### src/rtl/rob.sv
`default_nettype none
// +----------------------------------------------------------------------------+
// | Module   : rob                                                             |
// | Purpose  : Circular reorder buffer: in-order allocate and commit,          |
// |            out-of-order completion, branch mispredict flush.               |
// | Option   : ROB_CDB_BYPASS_EN forwards the CDB to operand lookups.          |
// | Revision : 1.0                                                             |
// +----------------------------------------------------------------------------+
module rob #(
  parameter int DEPTH = 16,
  parameter int IDX_W = 4
) (
  input  logic             clk,
  input  logic             rst,
  input  logic             rdy,
  input  logic             disp_valid,
  input  logic [4:0]       disp_rd,
  input  logic             disp_is_br,
  input  logic             disp_pred_taken,
  output logic [IDX_W-1:0] alloc_idx,
  output logic             full,
  input  logic             cdb_valid,
  input  logic [IDX_W-1:0] cdb_idx,
  input  logic [31:0]      cdb_val,
  input  logic             cdb_taken,
  input  logic [31:0]      cdb_target,
  input  logic [IDX_W-1:0] q1_idx,
  input  logic [IDX_W-1:0] q2_idx,
  output logic             q1_ready,
  output logic             q2_ready,
  output logic [31:0]      q1_val,
  output logic [31:0]      q2_val,
  output logic             rf_new_flag,
  output logic [IDX_W-1:0] rf_new_idx,
  output logic [4:0]       rf_new_rd,
  output logic             rf_write_flag,
  output logic [IDX_W-1:0] rf_write_idx,
  output logic [4:0]       rf_write_rd,
  output logic [31:0]      rf_write_val,
  output logic             jump_wrong,
  output logic [31:0]      jump_pc
);

  localparam logic [IDX_W:0]   c_depth   = (IDX_W + 1)'(DEPTH);
  localparam logic [IDX_W:0]   c_cnt_one = (IDX_W + 1)'(1);
  localparam logic [IDX_W-1:0] c_idx_one = IDX_W'(1);

  // Control state (reset)
  logic             r_busy  [DEPTH];
  logic             r_ready [DEPTH];
  logic [IDX_W-1:0] r_head;
  logic [IDX_W-1:0] r_tail;
  logic [IDX_W:0]   r_count;
  logic             r_jump_wrong;
  logic [31:0]      r_jump_pc;

  // Entry payload (no reset needed)
  logic [4:0]       r_rd     [DEPTH];
  logic             r_is_br  [DEPTH];
  logic             r_pred   [DEPTH];
  logic [31:0]      r_val    [DEPTH];
  logic             r_taken  [DEPTH];
  logic [31:0]      r_target [DEPTH];

  logic w_alloc;
  logic w_commit;
  logic w_complete;
  logic w_mispredict;
  logic w_flush;

  assign full       = (r_count == c_depth);
  assign alloc_idx  = r_tail;
  assign jump_wrong = r_jump_wrong;
  assign jump_pc    = r_jump_pc;

  assign w_alloc      = rdy & disp_valid & ~full & ~r_jump_wrong;
  assign w_commit     = rdy & ~r_jump_wrong & r_busy[r_head] & r_ready[r_head];
  assign w_complete   = rdy & ~r_jump_wrong & cdb_valid & r_busy[cdb_idx];
  assign w_mispredict = w_commit & r_is_br[r_head] & (r_taken[r_head] != r_pred[r_head]);
  // Flush on the mispredicting commit edge so the buffer is already empty while
  // jump_wrong is high, and hold it empty through that cycle.
  assign w_flush      = w_mispredict | r_jump_wrong;

  assign rf_new_flag = w_alloc;
  assign rf_new_idx  = r_tail;
  assign rf_new_rd   = disp_rd;

  assign rf_write_flag = w_commit;
  assign rf_write_idx  = r_head;
  assign rf_write_rd   = r_rd[r_head];
  assign rf_write_val  = r_val[r_head];

  always_ff @(posedge clk) begin
    if (rst) begin
      r_head       <= '0;
      r_tail       <= '0;
      r_count      <= '0;
      r_jump_wrong <= 1'b0;
      r_jump_pc    <= '0;
      for (int i = 0; i < DEPTH; i++) begin
        r_busy[i]  <= 1'b0;
        r_ready[i] <= 1'b0;
      end
    end else if (rdy) begin
      r_jump_wrong <= w_mispredict;
      if (w_mispredict) begin
        r_jump_pc <= r_target[r_head];
      end
      if (w_flush) begin
        r_head  <= '0;
        r_tail  <= '0;
        r_count <= '0;
        for (int i = 0; i < DEPTH; i++) begin
          r_busy[i]  <= 1'b0;
          r_ready[i] <= 1'b0;
        end
      end else begin
        if (w_complete) begin
          r_ready[cdb_idx] <= 1'b1;
        end
        if (w_commit) begin
          r_busy[r_head]  <= 1'b0;
          r_ready[r_head] <= 1'b0;
          r_head          <= r_head + c_idx_one;
        end
        if (w_alloc) begin
          r_busy[r_tail]  <= 1'b1;
          r_ready[r_tail] <= 1'b0;
          r_tail          <= r_tail + c_idx_one;
        end
        if (w_alloc && !w_commit) begin
          r_count <= r_count + c_cnt_one;
        end else if (!w_alloc && w_commit) begin
          r_count <= r_count - c_cnt_one;
        end
      end
    end
  end

  always_ff @(posedge clk) begin
    if (w_alloc) begin
      r_rd[r_tail]    <= disp_rd;
      r_is_br[r_tail] <= disp_is_br;
      r_pred[r_tail]  <= disp_pred_taken;
    end
    if (w_complete) begin
      r_val[cdb_idx]    <= cdb_val;
      r_taken[cdb_idx]  <= cdb_taken;
      r_target[cdb_idx] <= cdb_target;
    end
  end

  always_comb begin
    q1_ready = r_busy[q1_idx] & r_ready[q1_idx];
    q1_val   = r_val[q1_idx];
    q2_ready = r_busy[q2_idx] & r_ready[q2_idx];
    q2_val   = r_val[q2_idx];
`ifdef ROB_CDB_BYPASS_EN
    if (cdb_valid && (cdb_idx == q1_idx) && r_busy[q1_idx]) begin
      q1_ready = 1'b1;
      q1_val   = cdb_val;
    end
    if (cdb_valid && (cdb_idx == q2_idx) && r_busy[q2_idx]) begin
      q2_ready = 1'b1;
      q2_val   = cdb_val;
    end
`endif
  end

endmodule
`default_nettype wire

### config.mk
export PLATFORM = sky130hd
export DESIGN_NAME = rob
export DESIGN_NICKNAME = d
export VERILOG_FILES = /design/src/rtl/rob.sv
export SDC_FILE = /design/constraint.sdc
export NUM_CORES = 1
export LEC_CHECK = 0
export BUFFER_PORTS_ARGS = -buffer_cell sky130_fd_sc_hd__buf_2
export CAP_MARGIN = 10
export CORE_MARGIN = 1
export CORE_UTILIZATION = 45
export DETAILED_ROUTE_END_ITERATION = 7
export PLACE_DENSITY = 0.61
export SKIP_CTS_REPAIR_TIMING = 1
export SYNTH_ARGS = -nofsm -noshare
export SYNTH_HDL_FRONTEND = slang
export SYNTH_SLANG_ARGS = --single-unit
### constraint.sdc
create_clock -name clk -period 16.6 [get_ports clk]
set_clock_uncertainty 0.1 [all_clocks]
set_input_delay 1.66 -clock clk [delete_from_list [all_inputs] [get_ports clk]]
set_output_delay 1.66 -clock clk [all_outputs]
set_load 0.02 [all_outputs]
==> reports/metrics.csv <==
stage,metric,value,unit
synthesis,post-synthesis register bit count,1234,
worst_setup_path,Critical Path AT,5150,ps
synthesis,sequential area share after synthesis,0.6549,
sta,fin crit period,6910,ps
routing,vias per cell,6.386,
pwr,pwr/cell area,106.7,nW/um2
synthesis,Synth cell types,68,
global_route,global-route wire length before repair,214.1,mm
layout,layout cell share with drive strength beyond 1,0.4120,
layout,"non-filler cells, final",4539,
worst_hold_path,min-delay src,jump_pc[21]$_SDFFE_PP0P_,
floorplanning,Die Ht,352.7,um
sta,Slew Limit Fails,0,
worst_setup_path,"Req. time, crit path",14840,ps
global_route,vias in the first global route,30700,
routing,initial DRC count,3238,
routing,drt first pass iters,7,
clock_network,Num CTS Buffers,133,
layout,Layout area overhead,13.22,%
clock_network,CTS tree,built,
placed_design,port bufs,244,
sta,period utilisation layout,0.4163,
global_route,grt total ovfl,0,
synthesis,Synth Warn #,0,
floorplanning,Core Box Area,121900,um2
floorplanning,Die Width,352.7,um
routing,DRC violation count after routing,0,
clock_network,clk sinks,1234,
layout,FILL cells,9547,
routing,DR WL met3,12.49,mm
pwr,maximum VDD drop,0.0001063,V
worst_setup_path,Setup Crit Path Kind,reg2out,
global_route,largest net degree at the start of global routing,117,
clock_network,Root Buffer,clkbuf_16,
synthesis,Post-Syn Area,55330,um2
routing,vias,28990,
sta,final setup fails,0,
worst_setup_path,crit path max fanout,65,
floorplanning,num rows,128,
layout,Nets,2907,
pwr,Pwr Total,6.686,mW
synthesis,total nets after synthesis,2669,
clock_network,CTS Buffer Depth,3,
placed_design,DP Cell Count,4296,
clock_network,Worst-path clk slew,60,ps
sta,relative slew slack,0.2687,
routing,Avg WL per Cell,32.31,um
sta,Setup Total Neg Slack,0,ps
worst_setup_path,Critical Path Sink Type,primary output,
sta,highest clock rate,0.1447,GHz
global_route,initial antenna violation count,15,
synthesis,Post-synth EDFFs,1152,
routing,top sig layer,met5,
synthesis,top_reg_cell synth,edfxtp_1,
pwr,Leak,19.55,nW
worst_hold_path,worst min path class,reg2reg,
sta,RSZ-0062 raised after global routing,false,
synthesis,Mapped Avg Cell Area,21.55,um2
job,Max Cap Viol,0,
routing,ANT nets after route,0,
routing,final WL,146.7,mm
routing,met1 wire length,57.05,mm
placed_design,GPL Wtd Cong,0.8630,
placed_design,Final HPWL DP,79.92,mm
routing,met2 wire len,73.48,mm
clock_network,CTS H-tree depth,4,
synthesis,Synth Instances,2568,
worst_setup_path,Worst Setup Start Kind,flop,
floorplanning,die area,124400,um2
synthesis,asr flop ratio synth,0,
sta,worst slew pin tran,1097,ps
status,status,"finished, final reports clean",
clock_network,latest clock arrival within the worst-skew pair,770,ps
global_route,GR Util All Layers,0.2390,
floorplanning,initial core utilization,0.4540,
sta,Fin. Hold Viols,0,
floorplanning,IO Count,245,
## cells in the mapped netlist (19+ instances only)
cell      number  area share
buf_2         35      0.0032
nand3_1       23      0.0021
mux2i_1       36      0.0065
nand2_1       54      0.0037
nor3_1        19      0.0017
nor2_1        94      0.0064
clkbuf_1      94      0.0064
dfxtp_1       82       0.030
buf_1         47      0.0032
edfxtp_1    1152        0.63
mux4_2       680        0.28
## worst max-delay path: stages (launching register included)
cell,delay [ps]
dfxtp_4,810
buf_4,910
buf_4,960
nor4bb_1,190
nor4_1,350
mux4_2,430
nand2b_4,210
clkinv_2,180
buf_2,240
## worst paths after layout
check	endpoint	slack (ps)	depth (start not counted)
hold / removal	jump_pc[21]$_SDFFE_PP0P_	390	2
setup / recovery	rf_write_flag	9690	8
hold reg to reg	jump_pc[21]$_SDFFE_PP0P_	390	2
setup reg to reg	r_busy[7]$_DFF_P_	10180	10
## stage by stage
step	cell area (um2)	hold slack [ps]	utilization	worst slack, ps
after floorplan	55330	350.6	-	8911
after global placement	58310	375.2	0.4784	10200
after detailed placement	58310	382.2	0.4784	10190
after CTS	62640	388.9	0.5139	9609
after global routing	62640	416.7	0.5139	9397
final	62650	389.2	0.5140	9690
## layout by cell type, fill, tap and decap left out, types with 10 or more instances in the layout
cell type,n
bufinv_16,12
xor2_1,11
o21ai_0,11
inv_1,10
a22oi_1,12
nor2b_1,10
nand2_1,54
a21oi_1,11
clkbuf_16,140
nor3_1,15
clkbuf_1,24
clkinv_1,30
ha_1,11
nand3_1,23
dfxtp_1,75
buf_4,55
mux2i_1,36
clkinv_2,20
edfxtp_1,1152
nor2_1,82
buf_2,238
nor2_4,12
nand2b_1,15
mux4_2,680
nor3b_1,15
## layout make-up
cell class / instances / area [um2] / share of cell area
clock inverters: 74 / 721.9 / 0.01152
flip-flops and latches: 1234 / 36260 / 0.5788
clock buffers: 165 / 3607 / 0.05758
inverters: 13 / 51.30 / 0.0008189
repair buffers: 298 / 1674 / 0.02672
multi-input cells: 1126 / 18290 / 0.2919
well taps: 1625 / 2033 / 0.03246
diodes: 4 / 10.01 / 0.0001598
## report_power, final
group,internal [mW],switching (mW),leakage (nW),total (mW)
registers,3.41,0.0108,11.0,3.42
clock network,1.73,1.21,2.12,2.94
logic,0.128,0.200,6.42,0.328
## registers in the layout, summed over array words and instances (netlist names), named ones only
register,count
jump_wrong,1
jump_pc,32
r_busy,16
r_is_br,16
rf_write_idx,4
r_ready,16
r_val,512
r_count,5
r_taken,16
alloc_idx,4
r_target,512
r_pred,16
r_rd,80
## kinds of logic after synthesis
kind of cell	count (synthesis)	synth area share
AO/OA/AOI/OAI	96	0.01309
XOR/XNOR	19	0.003008
adder cells (fa/ha/maj)	12	0.002849
buffers and inverters	208	0.01655
flip-flops	1234	0.6549
multiplexers	716	0.2833
AND/OR/NAND/NOR	283	0.02630
## layer usage
metal	global-route usage	vias to the layer above
met5	0	-
met3	0.06034	245
met4	0.07304	20
li1	-	11730
met1	0.3138	15700
met2	0.3937	1298
(Power assumes the default switching activity.)
